**src/rtl/vga_pkg.sv**
```systemverilog
// vga_pkg: shared timing constants, pixel types and helpers for the VGA block.
package vga_pkg;

    // Default SVGA 800x600@72 geometry
    localparam int SVGA_H_ACT = 800;
    localparam int SVGA_H_FP  = 56;
    localparam int SVGA_H_SW  = 120;
    localparam int SVGA_H_BP  = 64;
    localparam int SVGA_V_ACT = 600;
    localparam int SVGA_V_FP  = 37;
    localparam int SVGA_V_SW  = 6;
    localparam int SVGA_V_BP  = 23;

    localparam int SVGA_COLOR_W = 4;

    // Pixel at the default channel width
    typedef struct packed {
        logic [SVGA_COLOR_W-1:0] red;
        logic [SVGA_COLOR_W-1:0] green;
        logic [SVGA_COLOR_W-1:0] blue;
    } rgb_t;

    // Bundle travelling down the alignment pipeline (hs/vs already at pin level)
    typedef struct packed {
        logic hs;
        logic vs;
        logic de;
    } sync_t;

    // Total period of one axis from its four segments
    function automatic int timing_total(input int act, input int fp, input int sw, input int bp);
        return act + fp + sw + bp;
    endfunction

endpackage

```
**src/rtl/vga_delay_line.sv**
```systemverilog
// vga_delay_line: enable-gated shift register with a synchronous reset value.
// pre_out is the value the last stage will load on the next enabled edge.
module vga_delay_line #(
    parameter int               WIDTH   = 1,
    parameter int               DEPTH   = 1,
    parameter logic [WIDTH-1:0] RST_VAL = '0
) (
    input  logic             clk,
    input  logic             rst,
    input  logic             en,
    input  logic [WIDTH-1:0] din,
    output logic [WIDTH-1:0] pre_out,
    output logic [WIDTH-1:0] dout
);

    logic [WIDTH-1:0] stage_q [DEPTH];
    logic [WIDTH-1:0] stage_d [DEPTH];

    // Next value of every stage is the stage in front of it
    always_comb begin
        stage_d[0] = din;
        for (int i = 1; i < DEPTH; i++) begin
            stage_d[i] = stage_q[i-1];
        end
    end

    // Advance the whole line only when enabled; reset flushes to the idle value
    always_ff @(posedge clk) begin
        if (rst) begin
            for (int i = 0; i < DEPTH; i++) begin
                stage_q[i] <= RST_VAL;
            end
        end else if (en) begin
            for (int i = 0; i < DEPTH; i++) begin
                stage_q[i] <= stage_d[i];
            end
        end
    end

    assign pre_out = stage_d[DEPTH-1];
    assign dout    = stage_q[DEPTH-1];

endmodule

```
**src/rtl/vga_timing_gen.sv**
```systemverilog
// vga_timing_gen: parametrised VGA timing with look-ahead pixel fetch and
// registered, mutually aligned HS/VS/DE/RGB outputs.
module vga_timing_gen
    import vga_pkg::*;
#(
    parameter int H_ACT     = SVGA_H_ACT,
    parameter int H_FP      = SVGA_H_FP,
    parameter int H_SW      = SVGA_H_SW,
    parameter int H_BP      = SVGA_H_BP,
    parameter int V_ACT     = SVGA_V_ACT,
    parameter int V_FP      = SVGA_V_FP,
    parameter int V_SW      = SVGA_V_SW,
    parameter int V_BP      = SVGA_V_BP,
    parameter bit HS_POL    = 1'b0,
    parameter bit VS_POL    = 1'b0,
    parameter int CLK_DIV   = 1,
    parameter int FETCH_LAT = 2,
    parameter int COLOR_W   = 4,
    parameter int FRAME_W   = 16,
    localparam int H_TOT    = timing_total(H_ACT, H_FP, H_SW, H_BP),
    localparam int V_TOT    = timing_total(V_ACT, V_FP, V_SW, V_BP),
    localparam int X_W      = $clog2(H_TOT),
    localparam int Y_W      = $clog2(V_TOT)
) (
    input  logic                 clk,
    input  logic                 rst,
    output logic                 pix_tick,
    output logic                 fetch_valid,
    output logic [X_W-1:0]       fetch_x,
    output logic [Y_W-1:0]       fetch_y,
    input  logic [3*COLOR_W-1:0] pix_in,
    output logic [COLOR_W-1:0]   red,
    output logic [COLOR_W-1:0]   green,
    output logic [COLOR_W-1:0]   blue,
    output logic                 VGA_HS,
    output logic                 VGA_VS,
    output logic                 active,
    output logic                 frame_start,
    output logic                 line_start,
    output logic [FRAME_W-1:0]   frame_cnt
);

    localparam int DIV_W = (CLK_DIV > 1) ? $clog2(CLK_DIV) : 1;

    localparam logic [DIV_W-1:0] DIV_LAST = DIV_W'(CLK_DIV - 1);
    localparam logic [X_W-1:0]   H_LAST   = X_W'(H_TOT - 1);
    localparam logic [X_W-1:0]   H_VIS    = X_W'(H_ACT);
    localparam logic [X_W-1:0]   HS_BEGIN = X_W'(H_ACT + H_FP);
    localparam logic [X_W-1:0]   HS_END   = X_W'(H_ACT + H_FP + H_SW);
    localparam logic [Y_W-1:0]   V_LAST   = Y_W'(V_TOT - 1);
    localparam logic [Y_W-1:0]   V_VIS    = Y_W'(V_ACT);
    localparam logic [Y_W-1:0]   VS_BEGIN = Y_W'(V_ACT + V_FP);
    localparam logic [Y_W-1:0]   VS_END   = Y_W'(V_ACT + V_FP + V_SW);

    localparam sync_t SYNC_IDLE = '{hs: ~HS_POL, vs: ~VS_POL, de: 1'b0};

    // Geometry sanity checks at elaboration
    if (H_FP < 1 || H_SW < 1 || H_BP < 1) begin : g_bad_h
        $error("vga_timing_gen: horizontal porch/sync widths must be >= 1");
    end
    if (V_FP < 1 || V_SW < 1 || V_BP < 1) begin : g_bad_v
        $error("vga_timing_gen: vertical porch/sync widths must be >= 1");
    end
    if (CLK_DIV < 1 || CLK_DIV > 16) begin : g_bad_div
        $error("vga_timing_gen: CLK_DIV must be in 1..16");
    end
    if (FETCH_LAT < 1 || FETCH_LAT > 8) begin : g_bad_lat
        $error("vga_timing_gen: FETCH_LAT must be in 1..8");
    end

    typedef struct packed {
        logic [COLOR_W-1:0] red;
        logic [COLOR_W-1:0] green;
        logic [COLOR_W-1:0] blue;
    } pix_t;

    logic [DIV_W-1:0]   div_q, div_d;
    logic [X_W-1:0]     h_q, h_d;
    logic [Y_W-1:0]     v_q, v_d;
    logic [FRAME_W-1:0] frame_q, frame_d;
    pix_t               rgb_q, rgb_d;
    pix_t               pix_s;
    logic               tick;
    logic               h_wrap;
    logic               v_last;
    logic               hs_raw;
    logic               vs_raw;
    logic               valid_raw;
    sync_t              sync_raw;
    sync_t              sync_pre;
    sync_t              sync_out;

    assign pix_s  = pix_in;
    assign tick   = !rst && (div_q == DIV_LAST);
    assign h_wrap = (h_q == H_LAST);
    assign v_last = (v_q == V_LAST);

    // Decode fetch position, sync windows and the pin-level sync bundle
    always_comb begin
        valid_raw   = (h_q < H_VIS) && (v_q < V_VIS);
        hs_raw      = (h_q >= HS_BEGIN) && (h_q < HS_END);
        vs_raw      = (v_q >= VS_BEGIN) && (v_q < VS_END);
        sync_raw.hs = hs_raw ? HS_POL : ~HS_POL;
        sync_raw.vs = vs_raw ? VS_POL : ~VS_POL;
        sync_raw.de = valid_raw;
    end

    // Next-state logic for divider, raster counters, frame count and colour
    always_comb begin
        div_d   = (div_q == DIV_LAST) ? '0 : div_q + DIV_W'(1);
        h_d     = h_q;
        v_d     = v_q;
        frame_d = frame_q;
        rgb_d   = rgb_q;
        if (tick) begin
            h_d   = h_wrap ? '0 : h_q + X_W'(1);
            rgb_d = sync_pre.de ? pix_s : '0;
            if (h_wrap) begin
                v_d = v_last ? '0 : v_q + Y_W'(1);
                if (v_last) begin
                    frame_d = frame_q + FRAME_W'(1);
                end
            end
        end
    end

    // State registers; reset wins at the same edge, abandoning any partial line
    always_ff @(posedge clk) begin
        if (rst) begin
            div_q   <= '0;
            h_q     <= '0;
            v_q     <= '0;
            frame_q <= '0;
            rgb_q   <= '0;
        end else begin
            div_q   <= div_d;
            h_q     <= h_d;
            v_q     <= v_d;
            frame_q <= frame_d;
            rgb_q   <= rgb_d;
        end
    end

    vga_delay_line #(
        .WIDTH   (3),
        .DEPTH   (FETCH_LAT),
        .RST_VAL (SYNC_IDLE)
    ) u_sync_dly (
        .clk     (clk),
        .rst     (rst),
        .en      (tick),
        .din     (sync_raw),
        .pre_out (sync_pre),
        .dout    (sync_out)
    );

    assign pix_tick    = tick;
    assign fetch_valid = valid_raw;
    assign fetch_x     = h_q;
    assign fetch_y     = v_q;
    assign line_start  = tick && (h_q == '0);
    assign frame_start = tick && (h_q == '0) && (v_q == '0);
    assign frame_cnt   = frame_q;
    assign VGA_HS      = sync_out.hs;
    assign VGA_VS      = sync_out.vs;
    assign active      = sync_out.de;
    assign red         = rgb_q.red;
    assign green       = rgb_q.green;
    assign blue        = rgb_q.blue;

endmodule

```
**config.mk**
```make
export PLATFORM = sky130hd
export DESIGN_NAME = vga_timing_gen
export DESIGN_NICKNAME = d
export VERILOG_FILES = /design/src/rtl/vga_pkg.sv /design/src/rtl/vga_delay_line.sv /design/src/rtl/vga_timing_gen.sv
export SDC_FILE = /design/constraint.sdc
export NUM_CORES = 1
export LEC_CHECK = 0
export CAP_MARGIN = 40
export CORE_MARGIN = 4
export CORE_UTILIZATION = 44
export CTS_CLUSTER_SIZE = 8
export DETAILED_ROUTE_END_ITERATION = 10
export PLACE_DENSITY = 0.75
export REMOVE_ABC_BUFFERS = 1
export SYNTH_ARGS = -nofsm -noshare
export SYNTH_HDL_FRONTEND = slang
export SYNTH_HIERARCHICAL = 1
export SYNTH_SLANG_ARGS = --single-unit
```
**constraint.sdc**
```tcl
create_clock -name clk -period 1.7 [get_ports clk]
set_input_delay 0.34 -clock clk [delete_from_list [all_inputs] [get_ports clk]]
set_output_delay 0.34 -clock clk [all_outputs]
set_load 0.01 [all_outputs]
```
==> results of run 1 <==
[per-layer routing]
metal / GRT usage (%) / wire, µm
met1: 28.7 / 3890
met3: 5.93 / 657
met2: 36.0 / 4470
met4: 8.51 / 329
met5: 0 / 0
[placed cells by master (no fill, tap or decap), types with 3 or more instances in the layout]
master           netlist  final
edfxtp_1               6      6
nor2b_1                9      9
buf_6                  0     18
ha_1                   7      4
buf_4                  2     64
or3_1                  8      6
and4_1                 6      3
and4_4                 0      3
nand3_1               12     10
a21oi_2                0     14
and3_1                 5      4
dfxtp_1               50     29
buf_8                  0      3
nand4_1               13     13
nor2_2                 0      3
xor2_1                 7      7
dlymetal6s2s_1         0     15
dfxtp_4                0      5
a21oi_1               33     19
mux2_4                 0      6
nor3_2                 0      3
or4_4                  0      8
o31ai_1               10      8
o21ai_0               12      9
nor2_1                46     43
nor4_4                 1      5
inv_2                  0      4
or3b_1                 4      4
dlygate4sd2_1          0      9
nand2_1               25     23
inv_1                  8      4
clkbuf_8               0      7
dfxtp_2                0     16
ha_4                   0      3
clkdlybuf4s50_1        0     40
[state kept, by name, indices dropped and copies added, names as in the netlist]
| signal | count |
|---|---|
| div_q | 1 |
| u_sync_dly/stage_q | 6 |
| fetch_x | 11 |
| frame_cnt | 16 |
| red | 4 |
| green | 4 |
| blue | 4 |
| fetch_y | 10 |
[where the power goes]
group          switching [µW]  total (µW)  internal, µW  leakage, µW
Sequential               15.2        1360          1350     0.000469
Clock                     431         804           373    0.0000515
Combinational             104         224           120      0.00168
Total                     550        2390          1840      0.00220
[per-stage QoR]
stage | setup WS [ps] | setup TNS [ps]
5_1_grt | -397 | -9760
3_3_place_gp | -554 | -15860
4_1_cts | -233 | -4530
2_1_floorplan | -566 | -13140
3_5_place_dp | -572 | -18120
6_report | -323 | -7320
[final cells by class]
class | instances | area [µm²]
sequential | 56 | 1220
inverter | 8 | 30.0
fill | 364 | 1240
timing repair buffer | 154 | 1480
clock buffer | 8 | 100
multi-input combinational | 250 | 1900
tap | 75 | 93.8
[critical path: cells and delay by family (launching register included)]
family / cells / cell delay (ps)
fa+ha+maj: 1 / 130
mux: 1 / 320
buf+inv: 4 / 520
simple gates: 3 / 590
flops: 1 / 360
[kinds of logic (layout without fill, tap and decap cells)]
kind of cell               Yosys count  count (layout)
AOI/OAI and AO/OA                   59              59
xor gates and xnor gates            10              10
adders and majority gates            7               7
buffers and inverters               26             170
DFF                                 56              56
muxes                                7               7
other                                1               1
and+or+nand+nor                    166             166
[repair_timing]
action,in CTS,in global routing
setup endpoints to repair,48,60
setup buffers,11,6
pin swaps,40,39
cloned,2,1
resized for setup,105,75
[worst max-delay path by stage]
stage / startpoint / endpoint / slack [ps]
finish: fetch_x[1] / frame_cnt[15] / -320
global route: fetch_x[0] / frame_cnt[15] / -400
CTS: fetch_x[1] / frame_start / -230
detailed placement: rst / frame_start / -570
global placement: rst / frame_start / -550
floorplan: div_q / fetch_y[7] / -570
==> impl_metrics.json, run 1 <==
{
  "maxCapViolCount": 0,
  "gp_congestion": 0.830,
  "cts_hold_buf": 0,
  "reg2reg_to": "frame_cnt[15]",
  "period_minus_slack_ps": 2020,
  "seq_area_frac_synth_pct": 41.9,
  "cts_tree": "done",
  "finalNonFillerCells": 551,
  "clk_latency_ps": 320,
  "cp_max_fo": 3,
  "dr_total_vias": 3118,
  "r2r_start": "fetch_x[1]",
  "critPathSlowestCell": "dfxtp_2",
  "yosysMostFrequentCell": "dfxtp_1",
  "hold_class": "register to register",
  "finalCritPeriodShare_pct": 119,
  "via_per_inst": 5.66,
  "slew_violations": 0,
  "skew_ps": 9.89,
  "critPathMaxStageDelay_ps": 360,
  "antenna_found_initial": 0,
  "grt_pass1_wl_um": 13600,
  "antenna_cells": 0,
  "synth_edf_count": 6,
  "clk_pin_slew_ps": 100,
  "synth.top_cells.by_area": "dfxtp_1, edfxtp_1, nor2_1",
  "p_leak_uw": 0.00220,
  "fmax_ghz": 0.494,
  "holdWs_ps": 494,
  "fin_area_mm2": 0.00482,
  "synth_xor_area_share_pct": 3.11,
  "cpMostUsedCell": "buf_6",
  "initial_core_util_pct": 46.5,
  "final_util_pct": 79.5,
  "cp-end-kind": "register",
  "synthCells": 332,
  "synthMuxAreaShare_pct": 2.75,
  "drc": 0,
  "max-clock-path-buffers": 2,
  "port-buffer-count": 69,
  "die-area_mm2": 0.00774,
  "first_iter_violations": 151,
  "start_kind": "register",
  "firstDrtPassIters": 4,
  "r2r_cells": 9,
  "nets": 496,
  "ys_warn_count": 6,
  "async_flop_share_pct": 0,
  "core-area_mm2": 0.00606,
  "grt_usage_pct": 22.4,
  "report.final.setup_viol": 38,
  "worstHoldStart": "blue[0]",
  "rows": 28,
  "drive_above_1_share_pct": 41.0,
  "violations": "setup timing",
  "outcome": "complete, but fails checks",
  "power_density_mw_per_mm2": 496,
  "synth_compound_area_share_pct": 11.9,
  "synth-seq-cells": 56,
  "ant_nets": 0,
  "synth_top_family_by_area": "simple AND/OR/NAND/NOR gates",
  "hold_violations": 0,
  "synth_top_area_share_pct": 35.5,
  "netlist-cell-type-count": 48,
  "root_buffer": "clkbuf_8",
  "r2r_slack_ps": -320,
  "synth_common_cells": "dfxtp_1, nor2_1, a21oi_1",
  "placedCellCount": 523,
  "post_drt_wl_per_cell_um": 17.0,
  "synthAdderAreaFrac_pct": 3.11,
  "globalRouteOverflowTotal": 0,
  "dieWidth_um": 88.0,
  "hpwl_um": 5360,
  "grt_pass1_vias": 2883,
  "holdPathStages": 2,
  "synth_flop_cell": "dfxtp_1",
  "h-tree-depth": 2,
  "required_ps": 1920,
  "synth_top_area_cell": "dfxtp_1",
  "grt_max_degree": 31,
  "peakVddDrop_mv": 0.338,
  "dpl_cell_area_mm2": 0.00402,
  "die_h_um": 88.0,
  "finalPower_uw": 2390,
  "path_class": "register to register",
  "wirelength_um": 9340,
  "synthSimpleGateAreaFrac_pct": 33.2,
  "path_cells": "buf_6 > ha_4 > and4bb_2 > buf_6 > buf_6 > nand4_1 > buf_4 > nor4_4 > mux2_4",
  "io_pins": 70,
  "hold_path_end": "blue[0]",
  "cts_buffers": 5,
  "grt_setup_unrepaired": "true",
  "arrival_ps": 2240,
  "synth.avg_cell_area_um2": 8.48,
  "cts_sinks": 56,
  "finalWorstSetupSlack_ps": -323,
  "netlist_area_mm2": 0.00282,
  "syn2layout_area_growth_pct": 71.1
}
No activity file was read; power rests on OpenSTA's default activity.
==> inputs of run 2 (changes only) <==
--- a/config.mk
+++ b/config.mk
@@ -12,6 +12,7 @@
 export DETAILED_ROUTE_END_ITERATION = 10
 export PLACE_DENSITY = 0.75
 export REMOVE_ABC_BUFFERS = 1
+export SLEW_MARGIN = 15
 export SYNTH_ARGS = -nofsm -noshare
 export SYNTH_HDL_FRONTEND = slang
 export SYNTH_HIERARCHICAL = 1
==> results of run 2 <==
Same layout as run 1: the final DEF is identical, and so are final timing and power.
==> inputs of run 3 (changes only) <==
--- a/config.mk
+++ b/config.mk
@@ -11,6 +11,7 @@
 export CTS_CLUSTER_SIZE = 8
 export DETAILED_ROUTE_END_ITERATION = 10
 export PLACE_DENSITY = 0.75
+export RECOVER_POWER = 25
 export REMOVE_ABC_BUFFERS = 1
 export SLEW_MARGIN = 15
 export SYNTH_ARGS = -nofsm -noshare
==> run 3 against run 2 <==
  * The run still ends with setup timing left
  * Largest cell class unchanged
  * Clock skew barely moved
  * Cell count is the same
  * Die area unchanged
  * Sequential power hardly changed
  * Worst hold slack hardly changed
  * Register-to-register slack barely moved
  * Highest routed layer unchanged
  * Critical endpoint unchanged
  * Count of clock-buffer cells in the layout unchanged
==> impl_metrics.json, run 3 (synthesized netlist as in run 1, its figures left out) <==
{
  "outcome": "complete, but fails checks",
  "violations": "setup timing",
  "r2r_cells": 9,
  "r2r_start": "fetch_x[1]",
  "fmax_ghz": 0.494,
  "drive_above_1_share_pct": 40.5,
  "maxCapViolCount": 0,
  "grt_pass1_vias": 2883,
  "hold_class": "register to register",
  "clk_latency_ps": 320,
  "fillers": 367,
  "power_frac_seq_pct": 57.0,
  "crit_start": "fetch_x[1]",
  "largest_reg_flops": 16,
  "cts_buffers": 5,
  "wl_met3_um": 601,
  "r2r_slack_ps": -320,
  "crit_cells": 9,
  "via_per_inst": 5.65,
  "critPathSlowestCell": "dfxtp_2",
  "core-area_mm2": 0.00606,
  "first_iter_violations": 142,
  "cts_hold_buf": 0,
  "report.final.setup_viol": 39,
  "clk_pin_slew_ps": 100,
  "syn2layout_area_growth_pct": 70.7,
  "drc": 0,
  "root_buffer": "clkbuf_8",
  "final_common_cell": "buf_4",
  "grt_pass1_wl_um": 13600,
  "switching_share_pct": 23.1,
  "globalRouteOverflowTotal": 0,
  "rows": 28,
  "wl_met1_um": 3890,
  "dr_total_vias": 3111,
  "cp-end-kind": "register",
  "cts_sinks": 56,
  "cts_tree": "done",
  "fin_area_mm2": 0.00481,
  "most-common-layout-cells": "buf_4, nor2_1, clkdlybuf4s50_1",
  "holdPathStages": 2,
  "wl_met2_um": 4560,
  "place_ws_ps": -572,
  "antenna_found_initial": 0,
  "dpl_cell_area_mm2": 0.00402,
  "period_minus_slack_ps": 2020,
  "path_cells": "buf_6 > ha_4 > and4bb_2 > buf_6 > buf_6 > nand4_1 > buf_4 > nor4_4 > mux2_4",
  "port-buffer-count": 69,
  "io_pins": 70,
  "start_kind": "register",
  "initial_core_util_pct": 46.5,
  "cp_max_fo": 3,
  "reg2reg_to": "frame_cnt[15]",
  "hold_violations": 0,
  "switchingPower_uw": 551,
  "wirelength_um": 9350,
  "hpwl_um": 5360,
  "p_comb_share_pct": 9.3,
  "required_ps": 1920,
  "top_layer": "met4",
  "path_class": "register to register",
  "die-area_mm2": 0.00774,
  "endpoint": "frame_cnt[15]",
  "peakVddDrop_mv": 0.337,
  "grt_max_degree": 31,
  "finalCritPeriodShare_pct": 119,
  "p_int_uw": 1840,
  "firstDrtPassIters": 4,
  "grt_setup_unrepaired": "true",
  "die_h_um": 88.0,
  "critPathMaxStageDelay_ps": 360,
  "max-clock-path-buffers": 2,
  "clkPwrFrac_pct": 33.7,
  "finalWorstSetupSlack_ps": -323,
  "timing.critical_path.buf_inv": 4,
  "gp_congestion": 0.830,
  "cpMostUsedCell": "buf_6",
  "ant_nets": 0,
  "p_leak_uw": 0.00219,
  "post_drt_wl_per_cell_um": 17.0,
  "nets": 496,
  "slew_violations": 0,
  "antenna_cells": 0,
  "power_density_mw_per_mm2": 496,
  "dieWidth_um": 88.0,
  "skew_ps": 10.1,
  "crit_family": "simple AND/OR/NAND/NOR gates",
  "arrival_ps": 2240,
  "grt_usage_pct": 22.4,
  "h-tree-depth": 2
}
## run 3: worst min-delay path by stage
| stage | startpoint | endpoint | slack (ps) |
|---|---|---|---|
| after floorplan | rst | fetch_y[1] | 410 |
| after global placement | blue[0] | blue[0] | 470 |
| after detailed placement | blue[0] | blue[0] | 480 |
| after CTS | blue[0] | blue[0] | 500 |
| after global routing | green[0] | green[0] | 540 |
| final | blue[0] | blue[0] | 490 |
## run 3: timing repair
item / 4_1_cts / 5_1_grt
gates cloned: 2 / 1
resized for setup: 105 / 75
setup buffers: 11 / 6
setup endpoints to repair: 48 / 60
pin swaps: 40 / 39
## run 3: final cells by class
cell class              count  area [µm²]  share of cell area [%]
multi-input cells         250        1900                    39.5
repair buffers            154        1470                    30.5
flip-flops and latches     56        1220                    25.4
clock buffers               8         100                    2.08
well taps                  75        93.8                    1.95
inverters                   8        30.0                   0.625
## run 3: power by group through the flow
| stage | registers (µW) | logic [µW] | clock network (µW) |
|---|---|---|---|
| floorplan | 1410 | 54.7 | 0 |
| detailed placement | 1400 | 189 | 0 |
| finish | 1360 | 221 | 805 |
| global placement | 1400 | 185 | 0 |
| global route | 1360 | 240 | 881 |
| CTS | 1370 | 211 | 814 |
## run 3: per-layer routing
metal  track usage, %  up-vias
li1                 -     1479
met1             28.7     1474
met2             36.0      126
met3             5.93       32
met4             8.51        0
met5                0        -
## run 3: stage by stage
step	total power (µW)	setup TNS [ps]	instances	hold slack, ps	utilization, %
2_1_floorplan	1470	-13140	314	409	-
3_3_place_gp	1580	-15860	523	466	66.4
3_5_place_dp	1590	-18120	523	477	66.4
4_1_cts	2390	-4530	544	501	74.5
5_1_grt	2480	-9900	551	538	79.3
6_report	2390	-7430	551	494	79.3
## run 3: worst min-delay path, stage by stage (launching register included)
cell	delay, ps
dfxtp_1	330
a21oi_1	60
nor2_1	70
